**config.mk**
```make
export PLATFORM = sky130hd
export DESIGN_NAME = uart_tx_fifo_flat
export DESIGN_NICKNAME = d
export VERILOG_FILES = /design/src/rtl/uart_pkg.sv /design/src/rtl/uart_tx_fifo_if.sv /design/src/rtl/sync_fifo.sv /design/src/rtl/uart_tx_fifo.sv /design/src/flat_wrapper.sv
export SDC_FILE = /design/constraint.sdc
export NUM_CORES = 1
export LEC_CHECK = 0
export CORE_MARGIN = 2
export CORE_UTILIZATION = 60
export DETAILED_ROUTE_END_ITERATION = 7
export PLACE_DENSITY = 0.8
export SYNTH_ARGS = -nofsm -noshare
export SYNTH_HDL_FRONTEND = slang
export SYNTH_SLANG_ARGS = --single-unit
```
**constraint.sdc**
```tcl
create_clock -name clk -period 3.95 [get_ports clk]
set_clock_uncertainty 0.2 [all_clocks]
set_input_delay 0.79 -clock clk [delete_from_list [all_inputs] [get_ports clk]]
set_output_delay 0.79 -clock clk [all_outputs]
set_load 0.01 [all_outputs]
```
**src/rtl/uart_pkg.sv**
```systemverilog
// Shared types and constants for the UART transmit FIFO slice.
package uart_pkg;
  localparam int UART_DW = 8;

  typedef enum logic [1:0] {
    TX_IDLE,
    TX_LAUNCH,
    TX_WAIT_BUSY,
    TX_WAIT_DONE
  } tx_fsm_e;
endpackage

```
**src/rtl/uart_tx_fifo_if.sv**
```systemverilog
// Host-side push/status signals and UART transmitter handshake for uart_tx_fifo.
interface uart_tx_fifo_if #(
  parameter int DEPTH = 16
);
  import uart_pkg::*;
  localparam int LW = $clog2(DEPTH) + 1;

  logic               wr_en;
  logic [UART_DW-1:0] wr_data;
  logic               flush;
  logic               wr_ready;
  logic               uart_wr_en;
  logic [UART_DW-1:0] uart_wr_data;
  logic               uart_tx_busy;
  logic [LW-1:0]      level;
  logic               empty;
  logic               full;
  logic               overflow;
  logic               tx_idle;

  modport master (
    output wr_en, wr_data, flush, uart_tx_busy,
    input  wr_ready, uart_wr_en, uart_wr_data, level, empty, full, overflow, tx_idle
  );

  modport slave (
    input  wr_en, wr_data, flush, uart_tx_busy,
    output wr_ready, uart_wr_en, uart_wr_data, level, empty, full, overflow, tx_idle
  );
endinterface

```
**src/rtl/sync_fifo.sv**
```systemverilog
// Byte FIFO: storage, wrap-around pointers, level, flags, sticky overflow and flush.
module sync_fifo
  import uart_pkg::*;
#(
  parameter int DEPTH = 16,
  parameter int LW    = $clog2(DEPTH) + 1
) (
  input  logic               clk,
  input  logic               rstb,
  input  logic               push,
  input  logic [UART_DW-1:0] push_data,
  input  logic               pop,
  input  logic               flush,
  output logic [UART_DW-1:0] head,
  output logic [LW-1:0]      level,
  output logic               empty,
  output logic               full,
  output logic               overflow
);
  localparam int AW = $clog2(DEPTH);

  logic [UART_DW-1:0] mem [DEPTH];
  logic [AW-1:0]      wr_ptr;
  logic [AW-1:0]      rd_ptr;
  logic               push_ok;
  logic               pop_ok;

  assign empty   = (level == '0);
  assign full    = (level == LW'(DEPTH));
  assign push_ok = push & ~full & ~flush;
  assign pop_ok  = pop & ~empty;
  assign head    = mem[rd_ptr];

  // Pointer width equals log2(DEPTH), so natural rollover gives the modulo wrap.
  always_ff @(posedge clk or negedge rstb) begin
    if (!rstb) begin
      wr_ptr   <= '0;
      rd_ptr   <= '0;
      level    <= '0;
      overflow <= 1'b0;
    end else if (flush) begin
      wr_ptr   <= '0;
      rd_ptr   <= '0;
      level    <= '0;
      overflow <= 1'b0;
    end else begin
      if (push_ok) wr_ptr <= wr_ptr + 1'b1;
      if (pop_ok)  rd_ptr <= rd_ptr + 1'b1;
      level <= level + LW'(push_ok) - LW'(pop_ok);
      if (push & full) overflow <= 1'b1;
    end
  end

  always_ff @(posedge clk) begin
    if (push_ok) mem[wr_ptr] <= push_data;
  end
endmodule

```
**src/rtl/uart_tx_fifo.sv**
```systemverilog
// Transmit FIFO feeding a byte-wide UART: queues pushes and launches one byte per transfer.
module uart_tx_fifo
  import uart_pkg::*;
#(
  parameter int DEPTH     = 16,
  parameter int BUSY_WAIT = 4
) (
  input logic            clk,
  input logic            rstb,
  uart_tx_fifo_if.slave  bus
);
  localparam int LW = $clog2(DEPTH) + 1;
  localparam int CW = $clog2(BUSY_WAIT + 1);

  tx_fsm_e            state, state_nx;
  logic [CW-1:0]      cnt, cnt_nx;
  logic               pop;
  logic               empty;
  logic               full;
  logic [UART_DW-1:0] head;
  logic [UART_DW-1:0] tx_data;
  logic [LW-1:0]      level;
  logic               overflow;

  sync_fifo #(
    .DEPTH (DEPTH),
    .LW    (LW)
  ) u_fifo (
    .clk       (clk),
    .rstb      (rstb),
    .push      (bus.wr_en),
    .push_data (bus.wr_data),
    .pop       (pop),
    .flush     (bus.flush),
    .head      (head),
    .level     (level),
    .empty     (empty),
    .full      (full),
    .overflow  (overflow)
  );

  always_ff @(posedge clk or negedge rstb) begin
    if (!rstb) begin
      state   <= TX_IDLE;
      cnt     <= '0;
      tx_data <= '0;
    end else begin
      state <= state_nx;
      cnt   <= cnt_nx;
      if (pop) tx_data <= head;
    end
  end

  // Flush only touches the FIFO; an in-flight transfer still runs to completion.
  always_comb begin
    state_nx = state;
    cnt_nx   = cnt;
    pop      = 1'b0;
    case (state)
      TX_IDLE: begin
        if (!empty && !bus.uart_tx_busy) begin
          pop      = 1'b1;
          state_nx = TX_LAUNCH;
        end
      end
      TX_LAUNCH: begin
        cnt_nx   = '0;
        state_nx = TX_WAIT_BUSY;
      end
      TX_WAIT_BUSY: begin
        if (bus.uart_tx_busy)                 state_nx = TX_WAIT_DONE;
        else if (cnt == CW'(BUSY_WAIT - 1))   state_nx = TX_IDLE;
        else                                  cnt_nx   = cnt + 1'b1;
      end
      TX_WAIT_DONE: begin
        if (!bus.uart_tx_busy) state_nx = TX_IDLE;
      end
      default: state_nx = TX_IDLE;
    endcase
  end

  assign bus.uart_wr_en   = (state == TX_LAUNCH);
  assign bus.uart_wr_data = tx_data;
  assign bus.level        = level;
  assign bus.empty        = empty;
  assign bus.full         = full;
  assign bus.wr_ready     = ~full;
  assign bus.overflow     = overflow;
  assign bus.tx_idle      = empty && (state == TX_IDLE);
endmodule
```
**src/flat_wrapper.sv**
```systemverilog
// flat-port wrapper written by rule: the top's interface ports become plain ports
module uart_tx_fifo_flat import uart_pkg::*;
#(
  parameter int DEPTH     = 16,
  parameter int BUSY_WAIT = 4
)
  (clk, rstb, bus_wr_en, bus_wr_data, bus_flush, bus_uart_tx_busy, bus_wr_ready, bus_uart_wr_en, bus_uart_wr_data, bus_level, bus_empty, bus_full, bus_overflow, bus_tx_idle);
  uart_tx_fifo_if #(.DEPTH(DEPTH)) bus_i ();
  input logic clk;
  input logic rstb;
  input wire logic [$bits(bus_i.wr_en)-1:0] bus_wr_en;
  input wire logic [$bits(bus_i.wr_data)-1:0] bus_wr_data;
  input wire logic [$bits(bus_i.flush)-1:0] bus_flush;
  input wire logic [$bits(bus_i.uart_tx_busy)-1:0] bus_uart_tx_busy;
  output wire logic [$bits(bus_i.wr_ready)-1:0] bus_wr_ready;
  output wire logic [$bits(bus_i.uart_wr_en)-1:0] bus_uart_wr_en;
  output wire logic [$bits(bus_i.uart_wr_data)-1:0] bus_uart_wr_data;
  output wire logic [$bits(bus_i.level)-1:0] bus_level;
  output wire logic [$bits(bus_i.empty)-1:0] bus_empty;
  output wire logic [$bits(bus_i.full)-1:0] bus_full;
  output wire logic [$bits(bus_i.overflow)-1:0] bus_overflow;
  output wire logic [$bits(bus_i.tx_idle)-1:0] bus_tx_idle;
  assign bus_i.wr_en = bus_wr_en;
  assign bus_i.wr_data = bus_wr_data;
  assign bus_i.flush = bus_flush;
  assign bus_i.uart_tx_busy = bus_uart_tx_busy;
  assign bus_wr_ready = bus_i.wr_ready;
  assign bus_uart_wr_en = bus_i.uart_wr_en;
  assign bus_uart_wr_data = bus_i.uart_wr_data;
  assign bus_level = bus_i.level;
  assign bus_empty = bus_i.empty;
  assign bus_full = bus_i.full;
  assign bus_overflow = bus_i.overflow;
  assign bus_tx_idle = bus_i.tx_idle;
  uart_tx_fifo #(.DEPTH(DEPTH), .BUSY_WAIT(BUSY_WAIT)) u_core (.clk(clk), .rstb(rstb), .bus(bus_i));
endmodule
```
After elaboration in Yosys (flattened, before gate mapping)
Memories as Yosys holds them, arrays and structs flattened. A register that Yosys moved wholly into a read port is not among the register bits. Cells that the tools add are included.

Register bits: 19. Memory bits (writable): 128. Input port bits: 13. Output and inout port bits: 19. Logic and storage cells: 61. Memories: 1.

Add/subtract/negate cells: 5. Equality and inequality tests: 10. Muxes and demuxes: 19. Bitwise logic cells: 7. Reduce and logical (&&, ||, !) cells: 13.

Memories: u_core.u_fifo.mem (depth 16, bits a word 8, read ports 1, clocked after Yosys merged registers in 1, wr ports 1, line sync_fifo.sv:22) `logic [UART_DW-1:0] mem [DEPTH];`.

Operator list (number): 2-to-1 mux 4 bit (4); adder 4 x 1 -> 4 bit (second input constant) (2); 2-to-1 mux 2 bit (4); case mux 2 bit (4 select lines) (1); nonzero test 2 bit (4); 2-to-1 mux 1 bit (6); 2-to-1 mux 3 bit (2); inequality test 2 bit (second input constant) (3); case mux 3 bit (2 select lines) (1); AND reduction 3 bit (2); adder 5 x 1 -> 5 bit (1); equality test 5 bit (second input constant) (1); logical NOT 5 bit (1); 2-to-1 mux 5 bit (1); subtractor 5 x 1 -> 5 bit (1); bitwise AND 1 bit (4); equality test 2 bit (second input constant) (2); adder 3 x 1 -> 3 bit (second input constant) (1); equality test 3 x 2 -> 1 bit (second input constant) (1); logical NOT 1 bit (3); inequality test 3 x 2 -> 1 bit (second input constant) (1); NOT 1 bit (3); equality test 2 x 1 -> 1 bit (second input constant) (1); logical AND 1 bit (2); 2 further kinds (2).

Longest topological paths before layout
Depth in word-level cells: 8. Mapped depth: 16.

By module
A second synthesis with hierarchy kept.

Cell total of the unflattened synthesis: 391. Area total of the unflattened synthesis: 6490.0 um2.

By module, submodules not included: sync_fifo (instances 1, cells each 342, area each 5859.4 um2, sequential area each 4194.0 um2); uart_tx_fifo (instances 1, cells each 49, area each 630.6 um2, sequential area each 325.3 um2).

Worst setup path after synthesis
No wires, ideal clock.

Kind: reg-to-reg. From: reg u_core.u_fifo.level[3]. To: reg u_core.u_fifo.level[4]. Setup time: 88 ps. Arrival: 2766 ps. Slack: 895 ps. Stages on the path, launching flop included: 16. Buffers on the path: 1. Clock period less this slack: 3055 ps. Cells stage by stage: dfrtp_1 -> inv_1 -> ha_1 -> nor4b_4 -> or2_1 -> buf_6 -> inv_2 -> ha_1 -> inv_1 -> ha_1 -> inv_1 -> fa_1 -> nor2b_1 -> o21bai_1 -> nand3_1 -> nor3b_1.

Cells in the longest elaborated chain, start to end: 8. Elaborated cells between the ends (all ways): 14.

RTL lines: start, declared (line sync_fifo.sv:15) `output logic [LW-1:0] level,`; start signal, assigned (line sync_fifo.sv:49) `level <= level + LW'(push_ok) - LW'(pop_ok);`; logical NOT 5 bit (*) (line sync_fifo.sv:28) `assign empty = (level == '0);`; net bus_empty (line flat_wrapper.sv:19) `output wire logic [$bits(bus_i.empty)-1:0] bus_empty;`; logical NOT 1 bit (line uart_tx_fifo.sv:61) `if (!empty && !bus.uart_tx_busy) begin`; logical AND 1 bit (line uart_tx_fifo.sv:61); 2-to-1 mux 1 bit (line uart_tx_fifo.sv:61); 2-to-1 mux 1 bit (line uart_tx_fifo.sv:59) `case (state)`; bitwise AND 1 bit (*) (line sync_fifo.sv:31) `assign pop_ok = pop & ~empty;`; subtractor 5 x 1 -> 5 bit (*) (line sync_fifo.sv:49); 2-to-1 mux 5 bit (*) (line sync_fifo.sv:41) `end else if (flush) begin`.

Mark *: on every way through the listed nets, which the timed path passes. The rest lies on a longest branch. A chain may end at the register's enable or synchronous reset.

Worst setup path after layout
From: reg u_core.u_fifo.level[3]. To: out bus_tx_idle.

Cells in the longest elaborated chain, start to end: 2.

RTL lines: logical NOT 5 bit (line sync_fifo.sv:28); logical AND 1 bit (line uart_tx_fifo.sv:89) `assign bus.tx_idle = empty && (state == TX_IDLE);`; end, declared (line flat_wrapper.sv:22) `output wire logic [$bits(bus_i.tx_idle)-1:0] bus_tx_idle;`.

No other way between the ends.

==> reports/metrics.cfg <==
[cells_and_area]
seq_area_sq_um = 4521
layout-drive-gt1-share = 0.1702
utilization = 0.7325
nNetsFinal = 495
final_cell_area_sq_um = 7630
diodes = 0
syn_to_final_growth_pct = 17.59
multi_input_area_sq_um = 1804
fillers = 624

[sta]
maxSlewViolCount = 0
fin_crit_ns = 3.257
grt_setup_unrepaired = false
fin_setup_tns_ns = 0
fmax_ghz = 0.3070
finalSetupViolations = 0
hold_viol_final = 0
tightest_slew_ns = 0.7782
layout_setup_ws_ns = 0.6928
holdWs_ns = 0.2797
finalCritPeriodShare = 0.8246
max_slew_margin = 0.4783

[global_route]
grt_usage = 0.2597
grt_max_degree = 24
antenna_found_initial = 0
grt-ovfl-total = 0
grt_pass1_wl_um = 21610
grt_pass1_vias = 3934

[clock_network]
cts_tree = yes
cts_hold_buf = 0
clkSlewWorstSetupHoldPaths_ns = 0.07
root_buffer = clkbuf_8
htree_levels = 4
cts_num_sinks = 155
post_cts_buffers = 0
cts_made_buffers = 17
cts_resized = 0
clock_latency_ns = 0.52
cts_buffer_depth = 2

[detailed_routing]
drc = 0
vias_per_cell = 6.214
post_drt_wl_per_cell_um = 22.46
routed_wl_um = 13750
vias = 3803
firstDrtPassIters = 5
drt_iter0_drc = 404
ant_nets = 0

[placed_design]
port-buffer-count = 31
preCtsSetupSlack_ns = 0.2414
gp_congestion = 0.7851
hpwl_um = 8330
place_area_sq_um = 7061

[die]
io_pins = 32
rows = 37
die_width_um = 108.0
fp.coreArea_sq_um = 10420
fp.dieH_um = 108.0
dieArea_sq_um = 11660
start_util = 0.6229

[setup_path]
crit_path_end_kind = output pin
path_class = flop to output pin
arrival_ns = 2.27
critPathMaxFanout = 9
cp.required_ns = 2.96
cp-start-kind = flop

[power]
power_density_nw_per_um2 = 606.4
irDropWorstVdd_mv = 0.3392
leakagePower_nw = 2.655

[logic_synthesis]
syn_nets = 438
synth.distinct_cells = 42
syn_inst = 406
synth_edf_count = 128
postSynthAreaPerCell_sq_um = 15.98
ys.flop_type = edfxtp_1
ys.warnings.count = 0
synthArstFlopShare = 0.1742
syn-cell-area_sq_um = 6489
ys_seq_area_frac = 0.6965
synth-seq-cells = 155

[min_path]
hp-class = flop to flop

[job]
maxCapViolations = 0

[outcome]
status = finished, final reports clean

[sequential cells by signal (all words and copies together) (netlist names)]
register,flops
u_core.state,2
u_core.u_fifo.rd_ptr,4
u_core.bus.uart_wr_data,8
u_core.u_fifo.wr_ptr,4
u_core.cnt,3
u_core.u_fifo.overflow,1
u_core.u_fifo.mem,128
u_core.u_fifo.level,5
[cell usage after synthesis (4+ instances only)]
| master | count | area, sq um |
|---|---|---|
| a21oi_1 | 6 | 30.03 |
| a22oi_1 | 24 | 180.2 |
| buf_2 | 8 | 40.04 |
| clkbuf_1 | 4 | 15.01 |
| dfrtp_1 | 27 | 675.7 |
| edfxtp_1 | 128 | 3844 |
| ha_1 | 18 | 225.2 |
| inv_1 | 16 | 60.06 |
| mux2i_1 | 33 | 330.3 |
| mux4_2 | 16 | 360.4 |
| nand2_1 | 22 | 82.58 |
| nand3_1 | 21 | 105.1 |
| nor2_1 | 25 | 93.84 |
| nor2b_1 | 5 | 31.28 |
| nor3_1 | 7 | 35.03 |
| o21ai_0 | 6 | 30.03 |
| xnor2_1 | 5 | 43.79 |
[worst max-delay path: stages, from the launching register on]
cell,delay [ns]
dfrtp_1,0.41
inv_1,0.10
ha_1,0.18
nor4b_4,0.19
buf_4,0.20
and2_1,0.13
clkdlybuf4s50_1,0.53
[final timing paths]
path                            cells after the start                  startpoint  slack, ns                    endpoint
worst min-delay path                                2  u_core.bus.uart_wr_data[1]       0.28  u_core.bus.uart_wr_data[1]
max in group asynchronous                           2                        rstb       2.36     u_core.u_fifo.rd_ptr[1]
worst max-delay path                                6      u_core.u_fifo.level[3]       0.69                 bus_tx_idle
worst min register to register                      2  u_core.bus.uart_wr_data[1]       0.28  u_core.bus.uart_wr_data[1]
worst max register to register                     15      u_core.u_fifo.level[3]       0.69      u_core.u_fifo.level[4]
min in group asynchronous                           1                        rstb       0.49     u_core.u_fifo.wr_ptr[3]
[metrics by stage]
stage | instances | total power, mW
2_1_floorplan | 406 | 2.664
3_3_place_gp | 580 | 3.035
3_5_place_dp | 580 | 3.080
4_1_cts | 612 | 4.636
5_1_grt | 612 | 4.816
6_report | 612 | 4.627
[cells by family after synthesis]
| kind of cell | count (synthesis) | synth area share |
|---|---|---|
| and+or+nand+nor | 96 | 0.07713 |
| adders and majority gates | 19 | 0.03779 |
| xor gates and xnor gates | 8 | 0.01080 |
| buffers and inverters | 36 | 0.02545 |
| muxes | 49 | 0.1064 |
| AOI/OAI and AO/OA | 43 | 0.04590 |
| DFF | 155 | 0.6965 |
[per-layer routing]
layer	global-route usage	share of wire
met5	0	0
met4	0.09158	0.015
met3	0.06148	0.070
met2	0.4254	0.52
met1	0.3459	0.40
[layout by cell type (no fill, tap or decap), drive strengths merged, types with 2 or more instances in the layout]
master,count
edfxtp,128
clkinvlp,2
buf,25
and2,2
inv,25
nor2,25
nand3,21
xnor2,5
a22oi,24
nor4b,2
nand2b,3
mux2i,33
o21ai,6
clkinv,5
clkdlybuf4s50,31
dfrtp,27
and3,2
ha,18
a21oi,6
clkbuf,17
nand2,22
nor2b,5
mux4,16
nor3b,4
xor2,3
nor3,8
[final cells by class]
type | instances | area share
Timing Repair Buffer | 56 | 0.06527
Clock buffer | 17 | 0.05428
Sequential cell | 155 | 0.5925
Clock inverter | 15 | 0.02033
Tap cell | 136 | 0.02230
Multi-Input combinational cell | 215 | 0.2365
Inverter | 18 | 0.008855
[power by group]
part / switching [mW] / internal, mW / leakage [nW] / total, mW
logic: 0.567 / 0.512 / 0.873 / 1.08
clock network: 0.698 / 0.859 / 0.276 / 1.56
registers: 0.104 / 1.89 / 1.51 / 1.99
No activity file was read; power rests on OpenSTA's default activity.
